$ cat config.mk
export PLATFORM = sky130hd
export DESIGN_NAME = wb_slot_arbiter
export DESIGN_NICKNAME = d
export VERILOG_FILES = /design/src/rtl/wb_slot_arbiter.sv
export SDC_FILE = /design/constraint.sdc
export NUM_CORES = 1
export LEC_CHECK = 0
export CAP_MARGIN = 0
export CORE_MARGIN = 4
export CORE_UTILIZATION = 53
export CTS_CLUSTER_DIAMETER = 80
export CTS_CLUSTER_SIZE = 28
export DETAILED_ROUTE_END_ITERATION = 12
export PLACE_DENSITY = 0.86
export SLEW_MARGIN = 30
export SYNTH_ARGS = -nofsm -noshare
export SYNTH_HDL_FRONTEND = slang
export SYNTH_SLANG_ARGS = --single-unit
$ cat constraint.sdc
create_clock -name clk -period 15 [get_ports clk]
set_input_delay 3 -clock clk [delete_from_list [all_inputs] [get_ports clk]]
set_output_delay 3 -clock clk [all_outputs]
set_load 0.005 [all_outputs]
$ cat src/rtl/wb_slot_arbiter.sv
`default_nettype none
// ============================================================================
// Module      : wb_slot_arbiter
// Description : Arbitrates the MEM/WB writeback slot between the M-stage
//               instruction and results queued from the iterative divider.
//               Optional statistics counters are built when the macro
//               WB_ARB_STATS_EN is defined.
// Revision    : 1.0 - initial release
// ============================================================================
module wb_slot_arbiter #(
    parameter int DIV_FIFO_DEPTH = 2,
    parameter int MAX_DEFER      = 3
) (
    input  logic        clk,
    input  logic        rst_n,
    input  logic        m_valid,
    input  logic [4:0]  m_rd,
    input  logic        div_done,
    input  logic [4:0]  div_rd,
    input  logic [31:0] div_result,
    input  logic [31:0] div_pc,
    input  logic [31:0] div_inst,
    output logic        div_ready,
    output logic        grant_m,
    output logic        grant_div,
    output logic        stall_m,
    output logic [4:0]  wb_div_rd,
    output logic [31:0] wb_div_result,
    output logic [31:0] wb_div_pc,
    output logic [31:0] wb_div_inst,
    output logic [31:0] div_pending_mask,
    output logic        overflow,
    output logic [15:0] stat_stall_cycles,
    output logic [15:0] stat_forced
);

    localparam int c_ptr_w = (DIV_FIFO_DEPTH > 2) ? 2 : 1;
    localparam int c_cnt_w = (DIV_FIFO_DEPTH > 3) ? 3 : 2;

    localparam logic [c_cnt_w-1:0] c_depth     = c_cnt_w'(DIV_FIFO_DEPTH);
    localparam logic [c_ptr_w-1:0] c_last_ptr  = c_ptr_w'(DIV_FIFO_DEPTH - 1);
    localparam logic [2:0]         c_max_defer = 3'(MAX_DEFER);

    typedef enum logic [1:0] {
        IDLE    = 2'd0,
        PENDING = 2'd1,
        FORCE   = 2'd2
    } state_t;

    state_t                    r_state;
    state_t                    w_state_next;
    logic [2:0]                r_defer;
    logic [2:0]                w_defer_next;
    logic [c_cnt_w-1:0]        r_count;
    logic [c_cnt_w-1:0]        w_count_next;
    logic [c_ptr_w-1:0]        r_wr_ptr;
    logic [c_ptr_w-1:0]        r_rd_ptr;
    logic [DIV_FIFO_DEPTH-1:0] r_slot_vld;
    logic [DIV_FIFO_DEPTH-1:0] w_slot_vld_next;
    logic [31:0]               r_pending_mask;
    logic [31:0]               w_mask_next;
    logic                      r_overflow;

    logic [4:0]  r_rd_mem     [DIV_FIFO_DEPTH];
    logic [31:0] r_result_mem [DIV_FIFO_DEPTH];
    logic [31:0] r_pc_mem     [DIV_FIFO_DEPTH];
    logic [31:0] r_inst_mem   [DIV_FIFO_DEPTH];

    logic w_empty;
    logic w_full;
    logic w_push;
    logic w_pop;
    logic w_waw;

    function automatic logic [c_ptr_w-1:0] ptr_inc(input logic [c_ptr_w-1:0] p);
        return (p == c_last_ptr) ? '0 : p + 1'b1;
    endfunction

    assign w_empty   = (r_count == '0);
    assign w_full    = (r_count == c_depth);
    assign div_ready = ~w_full;
    assign w_push    = div_done & ~w_full;
    assign w_pop     = grant_div;
    // The pending mask never has bit 0 set, so x0 can never look like a hazard.
    assign w_waw     = (m_rd != 5'd0) & r_pending_mask[m_rd];

    assign div_pending_mask = r_pending_mask;
    assign overflow         = r_overflow;

    always_comb begin
        grant_m      = 1'b0;
        grant_div    = 1'b0;
        stall_m      = 1'b0;
        w_defer_next = r_defer;
        w_count_next = r_count;
        w_state_next = r_state;

        if (rst_n) begin
            if (w_empty) begin
                grant_m = m_valid;
            end else if (!m_valid) begin
                grant_div = 1'b1;
            end else if (w_full || (r_state == FORCE) || w_waw) begin
                grant_div = 1'b1;
                stall_m   = 1'b1;
            end else begin
                grant_m = 1'b1;
            end
        end

        if (w_empty || grant_div) begin
            w_defer_next = 3'd0;
        end else if (r_defer < c_max_defer) begin
            w_defer_next = r_defer + 3'd1;
        end

        case ({w_push, w_pop})
            2'b10:   w_count_next = r_count + 1'b1;
            2'b01:   w_count_next = r_count - 1'b1;
            default: w_count_next = r_count;
        endcase

        if (w_count_next == '0) begin
            w_state_next = IDLE;
        end else if (w_defer_next == c_max_defer) begin
            w_state_next = FORCE;
        end else begin
            w_state_next = PENDING;
        end
    end

    // Mask is rebuilt from post-edge occupancy so it tracks push/pop exactly.
    always_comb begin
        w_slot_vld_next = r_slot_vld;
        if (w_pop) begin
            w_slot_vld_next[r_rd_ptr] = 1'b0;
        end
        if (w_push) begin
            w_slot_vld_next[r_wr_ptr] = 1'b1;
        end
        w_mask_next = '0;
        for (int i = 0; i < DIV_FIFO_DEPTH; i++) begin
            if (w_slot_vld_next[i]) begin
                if (w_push && (r_wr_ptr == c_ptr_w'(i))) begin
                    w_mask_next[div_rd] = 1'b1;
                end else begin
                    w_mask_next[r_rd_mem[i]] = 1'b1;
                end
            end
        end
        w_mask_next[0] = 1'b0;
    end

    always_ff @(posedge clk or negedge rst_n) begin
        if (!rst_n) begin
            r_state        <= IDLE;
            r_defer        <= 3'd0;
            r_count        <= '0;
            r_wr_ptr       <= '0;
            r_rd_ptr       <= '0;
            r_slot_vld     <= '0;
            r_pending_mask <= '0;
            r_overflow     <= 1'b0;
        end else begin
            r_state        <= w_state_next;
            r_defer        <= w_defer_next;
            r_count        <= w_count_next;
            r_slot_vld     <= w_slot_vld_next;
            r_pending_mask <= w_mask_next;
            if (w_push) begin
                r_wr_ptr <= ptr_inc(r_wr_ptr);
            end
            if (w_pop) begin
                r_rd_ptr <= ptr_inc(r_rd_ptr);
            end
            if (div_done && w_full) begin
                r_overflow <= 1'b1;
            end
        end
    end

    // Payload storage needs no reset: slot valid bits gate every read.
    always_ff @(posedge clk) begin
        if (w_push) begin
            r_rd_mem[r_wr_ptr]     <= div_rd;
            r_result_mem[r_wr_ptr] <= div_result;
            r_pc_mem[r_wr_ptr]     <= div_pc;
            r_inst_mem[r_wr_ptr]   <= div_inst;
        end
    end

    always_comb begin
        wb_div_rd     = 5'd0;
        wb_div_result = 32'd0;
        wb_div_pc     = 32'd0;
        wb_div_inst   = 32'd0;
        if (rst_n && !w_empty) begin
            wb_div_rd     = r_rd_mem[r_rd_ptr];
            wb_div_result = r_result_mem[r_rd_ptr];
            wb_div_pc     = r_pc_mem[r_rd_ptr];
            wb_div_inst   = r_inst_mem[r_rd_ptr];
        end
    end

`ifdef WB_ARB_STATS_EN
    logic [15:0] r_stat_stall;
    logic [15:0] r_stat_forced;

    always_ff @(posedge clk or negedge rst_n) begin
        if (!rst_n) begin
            r_stat_stall  <= 16'd0;
            r_stat_forced <= 16'd0;
        end else begin
            if (stall_m && (r_stat_stall != 16'hFFFF)) begin
                r_stat_stall <= r_stat_stall + 16'd1;
            end
            if ((r_state == FORCE) && grant_div && (r_stat_forced != 16'hFFFF)) begin
                r_stat_forced <= r_stat_forced + 16'd1;
            end
        end
    end

    assign stat_stall_cycles = r_stat_stall;
    assign stat_forced       = r_stat_forced;
`else
    assign stat_stall_cycles = 16'd0;
    assign stat_forced       = 16'd0;
`endif

endmodule
`default_nettype wire

==> impl_metrics.env <==
export IMPL_layout_nets=1100
export IMPL_hold_buffers=0
export IMPL_layout_common_cells="clkdlybuf4s50_1, edfxtp_1, nor2_1"
export IMPL_core_area_sq_um=19500
export IMPL_drc=0
export IMPL_synth_simple_area_share=0.103
export IMPL_synth_top_family_by_area="multiplexers"
export IMPL_vdd_ir_drop_max_mv=0.118
export IMPL_vias=6942
export IMPL_gr_usage_met3=0.0608
export IMPL_grt_pass1_wl_mm=38.1
export IMPL_die_area_sq_um=22200
export IMPL_io_pins=280
export IMPL_core_rowCount=51
export IMPL_rsz0062_at_grt="no"
export IMPL_p_leak_nw=4.99
export IMPL_power_density_nw_per_um2=157
export IMPL_first_pass_iters=6
export IMPL_die_h_um=149
export IMPL_drt_iter0_drc=572
export IMPL_synth_compound_area_frac=0.0570
export IMPL_crit_required_ns=12.00
export IMPL_finalCriticalPeriod_ns=8.99
export IMPL_postCtsSetupRepairBufs=0
export IMPL_setup_viol=0
export IMPL_met2_usage=0.388
export IMPL_die_w_um=149
export IMPL_drtAntennaViolNets=0
export IMPL_hold_viol_final=0
export IMPL_dp_hpwl_mm=17.9
export IMPL_syn_area_per_cell_sq_um=13.8
export IMPL_fmax_mhz=111
export IMPL_drive_gt1_frac=0.0453
export IMPL_clockBufferDepth=3
export IMPL_crit_path_end_kind="primary output"
export IMPL_drt_total_wl_mm=25.1
export IMPL_tightest_slew_ns=0.964
export IMPL_viasPerCell=5.51
export IMPL_yosysSeqAreaShare=0.678
export IMPL_insertion_delay_ns=0.48
export IMPL_portBuffers=246
export IMPL_status="finished clean"
export IMPL_synth_seq_cells=245
export IMPL_multi_input_area_sq_um=3080
export IMPL_ys_flop_type="edfxtp_1"
export IMPL_htree_num_levels=1
export IMPL_clkSinkCount=245
export IMPL_routedWlPerCell_um=19.9
export IMPL_worst_setup_path_start_kind="input port"
export IMPL_grt_pass1_vias=6983
export IMPL_syn_inst=764
export IMPL_track_usage=0.219
export IMPL_grt_busiest_layer="met2"
export IMPL_worstPathMaxFanout=10
export IMPL_ys_types=57
export IMPL_layout_commonest_cell="clkdlybuf4s50_1"
export IMPL_place_gp_congestion=0.847
export IMPL_critical_path_class="input port to primary output"
export IMPL_start_util=0.540
export IMPL_yosysWarnings=0
export IMPL_synthXorXnorAreaFrac=0.00332
export IMPL_hold_path_class="register to register"
export IMPL_area_growth_syn_to_layout_pct=27.8
export IMPL_use_met1=0.267
export IMPL_cts_buffers=12
export IMPL_max_cap_violations=0
export IMPL_cts_tree="built"
export IMPL_synthMuxAreaShare=0.112
export IMPL_antenna_found_initial=1
export IMPL_overflow=0
export IMPL_fin_hold_ws_ns=0.502
export IMPL_slew_violations=0
export IMPL_synthArstFlopShare=0.176
export IMPL_grt_max_degree=74
export IMPL_synth_edf_count=202
export IMPL_relSlewSlack=0.357
export IMPL_fill_cells=1362
export IMPL_utilization=0.690
export IMPL_root_buffer="clkbuf_16"
export IMPL_clkTransAtPathRegs_ns=0.10
export IMPL_finClkSkew_ns=0.0173
export IMPL_cts_resized=0
export IMPL_seq_area_sq_um=7150
export IMPL_fin_setup_tns_ns=0
export IMPL_n_antenna_cell=0
export IMPL_synthAdderAreaFrac=0.00237
export IMPL_crit_arrival_ns=5.99
export IMPL_synth_area_sq_um=10500
export IMPL_post_route_period_util=0.599
[synth_stat cells (5+ instances only)]
master / number / area, sq um
a22oi_1: 12 / 90.1
a31oi_1: 8 / 50.1
a32oi_1: 5 / 43.8
and2_1: 5 / 31.3
and3_1: 6 / 37.5
buf_4: 34 / 255
clkbuf_1: 37 / 139
dfrtp_1: 43 / 1080
edfxtp_1: 202 / 6070
inv_1: 11 / 41.3
mux2i_1: 106 / 1060
mux4_2: 5 / 113
nand2_1: 40 / 150
nand2b_1: 6 / 37.5
nand3_1: 8 / 40.0
nand3b_1: 5 / 37.5
nor2_1: 125 / 469
nor2b_1: 5 / 31.3
nor3_1: 12 / 60.1
nor3b_1: 7 / 52.6
o221ai_1: 14 / 123
o22ai_1: 13 / 81.3
[final cells by class]
cell class / count / share of cell area
Sequential cell: 245 / 0.531
Multi-Input combinational cell: 465 / 0.228
Timing Repair Buffer: 253 / 0.187
Clock buffer: 18 / 0.0256
Tap cell: 265 / 0.0246
Inverter: 11 / 0.00344
Clock inverter: 2 / 0.000743
[flip-flops by register name (all words and copies together), names as in the netlist]
register and count:
r_inst_mem 64, r_pc_mem 64, r_result_mem 64, div_pending_mask 31, r_rd_mem 10, r_defer 3
r_count 2, r_slot_vld 2, r_state 2, overflow 1, r_rd_ptr 1, r_wr_ptr 1
[where the power goes]
group,total [mW],switching (mW),internal (mW)
registers,0.991,0.0812,0.910
logic,0.764,0.400,0.364
clock network,0.358,0.196,0.162
total,2.11,0.677,1.44
[worst paths after layout]
check | startpoint | to | slack (ns) | depth (start not counted)
worst min-delay path | overflow | overflow | 0.50 | 1
worst max register to register | r_count[0] | div_pending_mask[2] | 11.37 | 8
min in group asynchronous | rst_n | r_defer[0] | 2.51 | 1
worst max-delay path | m_rd[0] | grant_div | 6.01 | 7
max in group asynchronous | rst_n | r_rd_ptr | 12.08 | 1
worst min register to register | overflow | overflow | 0.50 | 1
[worst max-delay path, stage by stage]
cell and delay, ns:
clkdlybuf4s50_1 0.79, mux4_2 0.56, a22o_1 0.22, a31oi_1 0.21, or4b_4 0.54, and2b_4 0.21
clkdlybuf4s50_1 0.44
[cell families after synthesis]
family                   Yosys count
AND/OR/NAND/NOR                  237
XOR/XNOR                           4
flip-flops                       245
AO/OA/AOI/OAI                     77
other                              1
buffers and inverters             86
adder cells (fa/ha/maj)            2
multiplexers                     112
[layer usage]
| metal | part of all wire | routed length, um | up-vias |
|---|---|---|---|
| met1 | 0.38 | 9470 | 3412 |
| met4 | 0.018 | 459 | 2 |
| met3 | 0.087 | 2190 | 30 |
| met2 | 0.52 | 13000 | 290 |
| li1 | - | - | 3208 |
| met5 | 0.00080 | 20 | - |
[metrics by stage]
stage	setup slack [ns]	power [mW]	instance area, sq um	instances
after detailed placement	6.03	1.77	13100	1239
after CTS	6.01	2.13	13500	1259
after floorplan	7.31	1.42	10700	796
after global routing	5.88	2.22	13500	1259
final	6.01	2.11	13500	1259
after global placement	6.03	1.75	13100	1239
Note: power is estimated with default switching activity, not from simulation.
